===== src/rtl/task_icd_pkg.sv =====
`default_nettype none
// ============================================================================
//  Module      : task_icd_pkg
//  Description : Shared task-interface definitions for the bank task path:
//                header size, response codes, default task ID and a helper
//                that turns a header length into a payload word count.
//  Revision    : 1.0  initial release
// ============================================================================
package task_icd_pkg;

    // Header is two 32-bit words: task ID and length.
    localparam logic [31:0] HEADER_BYTES         = 32'd8;

    // Response codes returned on the outbound stream.
    localparam logic [31:0] TASK_VALID           = 32'd0;
    localparam logic [31:0] HEADER_INVALID       = 32'd1;
    localparam logic [31:0] PAYLOAD_INVALID      = 32'd2;
    localparam logic [31:0] EXE_ERROR            = 32'd3;

    // Task ID recognised by the bank command ingress.
    localparam logic [31:0] BANK_TASK_ID_DEFAULT = 32'h0000_0002;

    // Number of payload words implied by a header length (header excluded).
    function automatic logic [31:0] payload_words(input logic [31:0] len);
        logic [31:0] body;
        body          = len - HEADER_BYTES;
        payload_words = {2'b00, body[31:2]};
    endfunction

endpackage : task_icd_pkg
`default_nettype wire


===== src/rtl/bank_task_rx.sv =====
`default_nettype none
// ============================================================================
//  Module      : bank_task_rx
//  Description : Task word ingress for bank_cmd. Parses the two-word header,
//                unpacks up to four bank/value pairs, strobes them to
//                bank_cmd, waits for its response (with timeout) and returns
//                one response word on the outbound stream.
//                Optional statistics counters: define BANK_TASK_RX_STATS_EN.
//  Revision    : 1.0  initial release
// ============================================================================
module bank_task_rx
    import task_icd_pkg::*;
#(
    parameter logic [31:0] BANK_TASK_ID      = BANK_TASK_ID_DEFAULT,
    parameter int          MAX_PAYLOAD_WORDS = 8,
    parameter int          RESP_TIMEOUT      = 2000
) (
    input  logic        clk,
    input  logic        rst_n,
    input  logic        asi_task_valid,
    output logic        asi_task_ready,
    input  logic [31:0] asi_task_data,
    output logic        task_valid,
    output logic [31:0] len_bytes,
    output logic [31:0] bank0,
    output logic [31:0] val0,
    output logic [31:0] bank1,
    output logic [31:0] val1,
    output logic [31:0] bank2,
    output logic [31:0] val2,
    output logic [31:0] bank3,
    output logic [31:0] val3,
    input  logic        resp_valid,
    input  logic [31:0] resp,
    input  logic        aso_resp_ready,
    output logic        aso_resp_valid,
`ifdef BANK_TASK_RX_STATS_EN
    output logic [31:0] stat_task_cnt,
    output logic [31:0] stat_err_cnt,
`endif
    output logic [31:0] aso_resp_data
);

    typedef enum logic [2:0] {
        IDLE      = 3'd0,
        HDR_LEN   = 3'd1,
        PAYLOAD   = 3'd2,
        DRAIN     = 3'd3,
        DISPATCH  = 3'd4,
        WAIT_RESP = 3'd5,
        RESP_OUT  = 3'd6
    } state_t;

    localparam int          NUM_SLOTS = 8;
    localparam logic [31:0] MAX_WORDS = 32'(MAX_PAYLOAD_WORDS);
    // The counter is cleared in DISPATCH and advances once per WAIT_RESP
    // cycle; stopping at RESP_TIMEOUT-2 puts RESP_OUT exactly RESP_TIMEOUT
    // cycles after the DISPATCH cycle.
    localparam logic [31:0] TIMEOUT_LAST = 32'(RESP_TIMEOUT - 2);

    state_t                     state_q, state_d;
    logic                       id_ok_q, id_ok_d;
    logic [31:0]                len_bytes_q, len_bytes_d;
    logic [31:0]                words_q, words_d;
    logic [31:0]                cnt_q, cnt_d;
    logic [NUM_SLOTS-1:0][31:0] slot_q, slot_d;
    logic [31:0]                resp_q, resp_d;

    logic                       w_accept;
    logic                       w_len_bad;
    logic [31:0]                w_len_words;

    // Handshake and strobe outputs decoded from the registered state.
    always_comb begin
        asi_task_ready = 1'b0;
        task_valid     = 1'b0;
        aso_resp_valid = 1'b0;
        case (state_q)
            IDLE, HDR_LEN, PAYLOAD, DRAIN: asi_task_ready = 1'b1;
            DISPATCH:                      task_valid     = 1'b1;
            RESP_OUT:                      aso_resp_valid = 1'b1;
            default: ;
        endcase
    end

    assign w_accept    = asi_task_valid & asi_task_ready;
    assign w_len_words = payload_words(asi_task_data);
    assign w_len_bad   = (asi_task_data < HEADER_BYTES) || (asi_task_data[1:0] != 2'b00);

    // Next-state and datapath update for one task at a time.
    always_comb begin
        state_d     = state_q;
        id_ok_d     = id_ok_q;
        len_bytes_d = len_bytes_q;
        words_d     = words_q;
        cnt_d       = cnt_q;
        slot_d      = slot_q;
        resp_d      = resp_q;
        case (state_q)
            IDLE: begin
                if (w_accept) begin
                    id_ok_d = (asi_task_data == BANK_TASK_ID);
                    state_d = HDR_LEN;
                end
            end
            HDR_LEN: begin
                if (w_accept) begin
                    len_bytes_d = asi_task_data;
                    words_d     = w_len_words;
                    cnt_d       = 32'd0;
                    if (w_len_bad) begin
                        // Length cannot be trusted, so nothing is drained.
                        resp_d  = HEADER_INVALID;
                        state_d = RESP_OUT;
                    end else if (!id_ok_q || (w_len_words > MAX_WORDS)) begin
                        // Length is usable: swallow the body to stay aligned.
                        resp_d  = HEADER_INVALID;
                        state_d = (w_len_words == 32'd0) ? RESP_OUT : DRAIN;
                    end else begin
                        // Slots this task does not write must read as zero.
                        slot_d  = '0;
                        state_d = (w_len_words == 32'd0) ? DISPATCH : PAYLOAD;
                    end
                end
            end
            PAYLOAD: begin
                if (w_accept) begin
                    if (cnt_q < 32'(NUM_SLOTS)) begin
                        slot_d[cnt_q[2:0]] = asi_task_data;
                    end
                    cnt_d = cnt_q + 32'd1;
                    if (cnt_q == words_q - 32'd1) begin
                        state_d = DISPATCH;
                    end
                end
            end
            DRAIN: begin
                if (w_accept) begin
                    cnt_d = cnt_q + 32'd1;
                    if (cnt_q == words_q - 32'd1) begin
                        state_d = RESP_OUT;
                    end
                end
            end
            DISPATCH: begin
                cnt_d   = 32'd0;
                state_d = WAIT_RESP;
            end
            WAIT_RESP: begin
                cnt_d = cnt_q + 32'd1;
                // A response arriving on the timeout cycle takes priority.
                if (resp_valid) begin
                    resp_d  = resp;
                    state_d = RESP_OUT;
                end else if (cnt_q == TIMEOUT_LAST) begin
                    resp_d  = EXE_ERROR;
                    state_d = RESP_OUT;
                end
            end
            RESP_OUT: begin
                if (aso_resp_ready) begin
                    state_d = IDLE;
                end
            end
            default: state_d = IDLE;
        endcase
    end

    // State and datapath registers.
    always_ff @(posedge clk or negedge rst_n) begin
        if (!rst_n) begin
            state_q     <= IDLE;
            id_ok_q     <= 1'b0;
            len_bytes_q <= 32'd0;
            words_q     <= 32'd0;
            cnt_q       <= 32'd0;
            slot_q      <= '0;
            resp_q      <= 32'd0;
        end else begin
            state_q     <= state_d;
            id_ok_q     <= id_ok_d;
            len_bytes_q <= len_bytes_d;
            words_q     <= words_d;
            cnt_q       <= cnt_d;
            slot_q      <= slot_d;
            resp_q      <= resp_d;
        end
    end

    assign len_bytes     = len_bytes_q;
    assign bank0         = slot_q[0];
    assign val0          = slot_q[1];
    assign bank1         = slot_q[2];
    assign val1          = slot_q[3];
    assign bank2         = slot_q[4];
    assign val2          = slot_q[5];
    assign bank3         = slot_q[6];
    assign val3          = slot_q[7];
    assign aso_resp_data = resp_q;

`ifdef BANK_TASK_RX_STATS_EN
    logic [31:0] stat_task_cnt_q, stat_task_cnt_d;
    logic [31:0] stat_err_cnt_q,  stat_err_cnt_d;

    // Count transferred responses and the non-success subset.
    always_comb begin
        stat_task_cnt_d = stat_task_cnt_q;
        stat_err_cnt_d  = stat_err_cnt_q;
        if (aso_resp_valid && aso_resp_ready) begin
            stat_task_cnt_d = stat_task_cnt_q + 32'd1;
            if (resp_q != TASK_VALID) begin
                stat_err_cnt_d = stat_err_cnt_q + 32'd1;
            end
        end
    end

    // Statistics registers, free-running with natural wrap.
    always_ff @(posedge clk or negedge rst_n) begin
        if (!rst_n) begin
            stat_task_cnt_q <= 32'd0;
            stat_err_cnt_q  <= 32'd0;
        end else begin
            stat_task_cnt_q <= stat_task_cnt_d;
            stat_err_cnt_q  <= stat_err_cnt_d;
        end
    end

    assign stat_task_cnt = stat_task_cnt_q;
    assign stat_err_cnt  = stat_err_cnt_q;
`endif

endmodule : bank_task_rx
`default_nettype wire


===== config.mk =====
export PLATFORM = sky130hd
export DESIGN_NAME = bank_task_rx
export DESIGN_NICKNAME = d
export VERILOG_FILES = /design/src/rtl/task_icd_pkg.sv /design/src/rtl/bank_task_rx.sv
export SDC_FILE = /design/constraint.sdc
export NUM_CORES = 1
export LEC_CHECK = 0
export BUFFER_PORTS_ARGS = -buffer_cell sky130_fd_sc_hd__clkbuf_2
export CAP_MARGIN = 20
export CORE_MARGIN = 2
export CORE_UTILIZATION = 49
export DETAILED_ROUTE_END_ITERATION = 6
export PLACE_DENSITY = 0.77
export SLEW_MARGIN = 20
export SYNTH_ARGS = -nofsm -noshare
export SYNTH_HDL_FRONTEND = slang
export SYNTH_SLANG_ARGS = --single-unit

===== constraint.sdc =====
create_clock -name clk -period 2.7 [get_ports clk]
set_input_delay 0.27 -clock clk [delete_from_list [all_inputs] [get_ports clk]]
set_output_delay 0.27 -clock clk [all_outputs]
set_load 0.01 [all_outputs]

==> qor.yml, run 1 <==
worst_hold_path:
  hold_class: "primary input to flip-flop"
finish:
  final_cells: 2519
  design_area_um2: 24300
  drive_above_1_share_pct: 44.2
  final_util_pct: 72.7
  area_growth_pct: 46.5
  nets: 2111
synthesis:
  ys_warn_count: 0
  synth_top_cell_by_area: "dfrtp_1"
  yosys-top-cells-count: "385 x dfrtp_1, 256 x o2bb2ai_1, 223 x nand2_1"
  synth_cells: 1448
  ys_seq_elements: 385
  ys.flop_type: "dfrtp_1"
  syn_nets: 1521
  syn_area_um2: 16600
  yosys.cell_count.top_type: "dfrtp_1"
  avgSynthCellArea_um2: 11.4
  ys_seq_area_share_pct: 58.2
  synth_edf_count: 0
  synth_top_cell_area_share_pct: 58.2
  yosysUniqueCellTypes: 68
  ys_top_cells_by_area: "dfrtp_1 58%, o2bb2ai_1 14%, nand2_1 5.1%"
  async_flop_share_pct: 100
detailed_routing:
  via_count: 15411
  viasPerCell: 6.12
  ant_nets: 0
  drc: 0
  firstDrtPassIters: 7
  drt_iter0_drc: 1247
  wirelength_um: 65500
  wl_per_cell_um: 26.0
clocking:
  numCtsBuffers: 40
  cts_tree: "done"
  root_buffer: "clkbuf_16"
  clk_latency_ps: 570
  path_clk_slew_ps: 80
  htree_levels: 2
  clk_path_buf_depth: 3
  clock-sinks: 385
global_route:
  busiest_layer: "met2"
  grt_max_degree: 84
  grt_use_met2_pct: 53.1
  grt_pass1_vias: 14886
  grt_pass1_wl_um: 89100
  antenna_found_initial: 3
  grtUsageMet3_pct: 7.86
  gr-total-overflow: 0
  grt_util_all_layers_pct: 32.7
  use_met1_pct: 42.0
placement:
  dp_hpwl_um: 40800
  dpl_cell_area_um2: 21000
  dp_cells: 2385
  routabilityCongestion: 0.940
  dpl_worst_slack_ps: -812
  io_buffers: 391
flow_run:
  drv_cap: 0
worst_setup_path:
  path_common_cell: "buf_12"
  worstPathArrival_ps: 3430
  r2r_slack_ps: -60
  crit_buf_inv: 3
  worstSetupStartpointType: "primary input"
  endpoint: "bank0[11]"
  critPathSlowestCell: "or4_4"
  worstSetupPathType: "primary input to flip-flop"
  crit_fanout: 21
  worstReg2RegStart: "words_q[15]"
  endpoint_kind: "flip-flop"
  crit_chain: "buf_6 -> or4_4 -> or4b_4 -> a211o_1 -> a2111oi_4 -> nand4_2 -> o31ai_4 -> buf_12 -> nand3_4 -> buf_12 -> o2bb2ai_2"
  critical_path_depth: 11
  worst_r2r_path_depth: 8
  r2r_end: "state_q[1]"
  crit_start: "asi_task_data[25]"
  slowest_delay_ps: 560
  crit_family: "simple AND/OR/NAND/NOR gates"
  worstPathRequired_ps: 3160
sta:
  worst_pin_slew_ps: 934
  fmax_ghz: 0.337
  skew_ps: 42.1
  period_needed_ps: 2970
  setup_viol: 288
  slew_violations: 0
  rsz0062_at_grt: "true"
  timing.hold.ws_ps: 19.5
  timing.final.ws_setup_ps: -271
  maxSlewHeadroom_pct: 37.6
  fin_setup_tns_ps: -44220
  final_hold_viol_count: 0
  final.period_utilization_pct: 110
pwr:
  ir_drop_v: 0.000674
  p_leak_nw: 11.5
  power_mw: 22.5
  powerDensity_nw_per_um2: 928
status:
  status: "finished with violations"
  violations: "negative setup slack"
floorplan:
  fp.dieW_um: 188
  num_rows: 67
  die-area_um2: 35300
  pin_count: 392
  start_util_pct: 49.6
  core-area_um2: 33400
  dieHeight_um: 188
repair_timing:
item,in CTS,in global routing
setup buffers,2,9
gates resized for setup,32,141
setup endpoints to repair,291,291
endpoints found under the hold margin,104,1
hold buffers,31,1
pin swaps,8,30
gates cloned,2,15
power by group:
part	internal (mW)	leakage, nW	switching, mW	total (mW)
sequential	7.21	5.23	1.25	8.46
clock	3.18	0.657	2.47	5.65
combinational	3.44	5.56	4.97	8.41
cells in the final DEF, fill, tap and decap left out, types with 5 or more instances in the layout:
cell type        n
clkbuf_2       389
dfrtp_1        385
nand2_1        216
buf_4          158
o2bb2ai_2      144
o2bb2ai_1       88
nor2_1          63
clkbuf_16       51
xnor2_1         50
o21ai_0         49
buf_12          35
dlygate4sd3_1   32
nor3_1          31
a22o_1          31
xor2_1          29
o2bb2ai_4       25
nor4_1          19
nand4_1         17
nand3_1         17
buf_6           16
and3_1          15
inv_1           10
nor2b_1          9
clkinv_2         9
or3_1            8
clkbuf_8         8
a21oi_1          7
clkbuf_1         7
or4_4            6
nand2b_1         6
o21ai_4          6
nand3_4          6
and4_1           6
or2_2            5
mux2i_1          5
cell type report:
class	count	area, µm²
Multi-Input combinational cell	954	7990
Fill cell	2190	9100
Tap cell	448	561
Sequential cell	385	9630
Inverter	11	41.3
Clock inverter	17	176
Antenna cell	3	7.51
Timing Repair Buffer	646	4710
Clock buffer	55	1140
metal layers:
metal,wire length [µm],vias to the layer above
li1,-,6533
met1,24300,7734
met2,31500,911
met3,5860,233
met4,3800,0
met5,0,-
worst min path at each step:
stage                     cells past startpoint  slack (ps)        startpoint                end
final                                         3          20  asi_task_data[7]       len_bytes[7]
after CTS                                     2         0.7          resp[20]  aso_resp_data[20]
after detailed placement                      1         340             rst_n          cnt_q[10]
after global routing                          3          20  asi_task_data[7]       len_bytes[7]
after global placement                        1         340             rst_n          cnt_q[10]
after floorplan                               0         -30             rst_n   aso_resp_data[0]
sequential cells by signal (all words and copies together), names as in the netlist:
register and flops:
cnt_q 32, val2 32, bank1 32, val3 32, aso_resp_data 32, id_ok_q 1, len_bytes 32, bank2 32
bank3 32, state_q 3, val0 32, val1 32, words_q 29, bank0 32
worst reg2reg max path, stage by stage, from the launching register on:
cell and delay, ps:
dfrtp_1 380, or4_4 530, or2_4 260, or4_4 450, xnor2_2 180, nand4_1 130
nor4_1 190, nand4_1 250, o211a_1 270
kinds of logic after synthesis:
logic type / synth area share, %
AND/OR/NAND/NOR: 14.0
AO/OA/AOI/OAI: 19.3
flip-flops: 58.2
buffers and inverters: 3.53
XOR/XNOR: 4.34
multiplexers: 0.370
adder cells (fa/ha/maj): 0.302
No activity file was read; power rests on OpenSTA's default activity.
==> inputs of run 2 (changes only) <==
CORE_UTILIZATION = 50   (was 49)
PLACE_DENSITY = 0.75   (was 0.77)
clock period = 3.5 ns   (was 2.7 ns; I/O delays follow)
==> run 2 against run 1 <==
Effect of this change:
- sequential power down 23%
- cell count shrank 7.9%
- the run now ends clean
- highest routed layer unchanged
- critical endpoint is now bank0[0]
- clock-buffer cell count is 1 higher
==> qor.yml, run 2 (synthesis results as in run 1) <==
finish:
  design_area_um2: 20700  # was 24300 µm²
  nets: 1921  # was 2111
  final_util_pct: 63.7  # was 72.7%
  area_growth_pct: 25.1  # was 46.5%
  fillers: 2644  # was 2190
  layout_common_cells: "390 x clkbuf_2, 385 x dfrtp_1, 256 x o2bb2ai_1"  # was 389 x clkbuf_2, 385 x dfrtp_1, 216 x nand2_1
  layout_commonest_cell: "clkbuf_2"  # unchanged
  diodes: 0  # was 3
  drive_above_1_share_pct: 29.7  # was 44.2%
clocking:
  path_clk_slew_ps: 60  # was 80 ps
  ctsResizeCount: 0  # was 32
  root_buffer: "clkbuf_16"  # unchanged
  cts_tree: "done"  # unchanged
  holdBufCountCts: 1  # was 31
  clk_latency_ps: 560  # was 570 ps
  htree_levels: 2  # unchanged
  post_cts_buffers: 0  # was 2
  clock-sinks: 385  # unchanged
  numCtsBuffers: 40  # unchanged
  clk_path_buf_depth: 3  # unchanged
pwr:
  power_mw: 15.9  # was 22.5 mW
  ir_drop_v: 0.000472  # was 0.000674 V
  powerDensity_nw_per_um2: 767  # was 928 nW/µm²
  p_leak_nw: 10.0  # was 11.5 nW
floorplan:
  die-area_um2: 34600  # was 35300 µm²
  pin_count: 392  # unchanged
  dieHeight_um: 186  # was 188 µm
  num_rows: 66  # was 67
  start_util_pct: 50.9  # was 49.6%
  core-area_um2: 32500  # was 33400 µm²
  fp.dieW_um: 186  # was 188 µm
global_route:
  grt_util_all_layers_pct: 31.2  # was 32.7%
  gr-total-overflow: 0  # unchanged
  grt_pass1_vias: 13622  # was 14886
  grt_pass1_wl_um: 81700  # was 89100 µm
  antenna_found_initial: 0  # was 3
  grt_max_degree: 93  # was 84
worst_setup_path:
  worstSetupPathType: "primary input to flip-flop"  # unchanged
  endpoint_kind: "flip-flop"  # unchanged
  worstSetupStartpointType: "primary input"  # unchanged
  worstPathRequired_ps: 3900  # was 3160 ps
  crit_fanout: 32  # was 21
  worstPathArrival_ps: 3560  # was 3430 ps
sta:
  setup_viol: 0  # was 288
  skew_ps: 27.5  # was 42.1 ps
  fmax_ghz: 0.316
  slew_violations: 0  # unchanged
  rsz0062_at_grt: "false"  # was true
  fin_setup_tns_ps: 0  # was -44220 ps
  maxSlewHeadroom_pct: 37.2  # was 37.6%
  final_hold_viol_count: 0  # unchanged
  worst_pin_slew_ps: 939  # was 934 ps
  period_needed_ps: 3160
  final.period_utilization_pct: 90.3
detailed_routing:
  via_count: 13812  # was 15411
  ant_nets: 0  # unchanged
  wirelength_um: 53900  # was 65500 µm
  firstDrtPassIters: 5  # was 7
  drc: 0  # unchanged
  drt_iter0_drc: 1219  # was 1247
  wl_per_cell_um: 23.3  # was 26.0 µm
  viasPerCell: 5.96  # was 6.12
flow_run:
  drv_cap: 0  # unchanged
worst_hold_path:
  hold_class: "primary input to flip-flop"  # unchanged
status:
  status: "finished clean"  # was finished with violations
placement:
  routabilityCongestion: 0.988  # was 0.940
  dpl_cell_area_um2: 19300  # was 21000 µm²
  dp_hpwl_um: 37700  # was 40800 µm
  io_buffers: 391  # unchanged
-- run 2: critical path, cell delays in order --
cell       delay [ps]
clkbuf_2          130
nor4_1            740
buf_4             260
nand4_1           200
a211o_1           380
a2111oi_0         410
nand4_1           170
o21ai_1           170
buf_4             220
o21ai_4           270
o2bb2ai_1         240
-- run 2: layer usage --
metal / track usage (%) / up-vias / routed length, µm / share of wire, %
li1: - / 6115 / - / -
met5: 0 / - / 0 / 0
met1: 41.0 / 6968 / 21600 / 40
met4: 11.3 / 0 / 1950 / 3.6
met2: 49.9 / 607 / 25900 / 48
met3: 8.30 / 122 / 4460 / 8.3
-- run 2: final timing paths --
kind | slack (ps) | depth (start not counted) | from | endpoint
setup / recovery | 340 | 11 | asi_task_data[17] | bank0[0]
min in group asynchronous | 390 | 2 | rst_n | bank2[7]
setup reg to reg | 430 | 8 | words_q[3] | state_q[2]
hold / removal | 40 | 2 | resp[6] | aso_resp_data[6]
hold reg to reg | 470 | 2 | len_bytes[19] | len_bytes[19]
max in group asynchronous | 2050 | 3 | rst_n | val3[13]
-- run 2: metrics by stage --
stage                     setup WS (ps)  std cells  hold WS [ps]
after CTS                           424       2319          20.8
after global placement             -121       2247           413
after floorplan                    1.52       1448          54.4
after detailed placement          -99.6       2247           419
final                               338       2319          36.4
after global routing                123       2319          29.4
-- run 2: where the power goes --
group	switching (mW)	total, mW	internal [mW]	leakage [nW]
Clock	1.83	4.42	2.60	0.671
Combinational	3.07	4.98	1.91	4.10
Sequential	0.918	6.48	5.56	5.23
-- run 2: final cells by class --
type                            instances  area (µm²)  area share [%]
Sequential cell                       385        9630            46.5
Multi-Input combinational cell        954        6390            30.9
Timing Repair Buffer                  456        2720            13.1
Clock buffer                           56        1180            5.70
Tap cell                              442         553            2.67
Clock inverter                         15         194           0.936
Inverter                               11        41.3           0.199
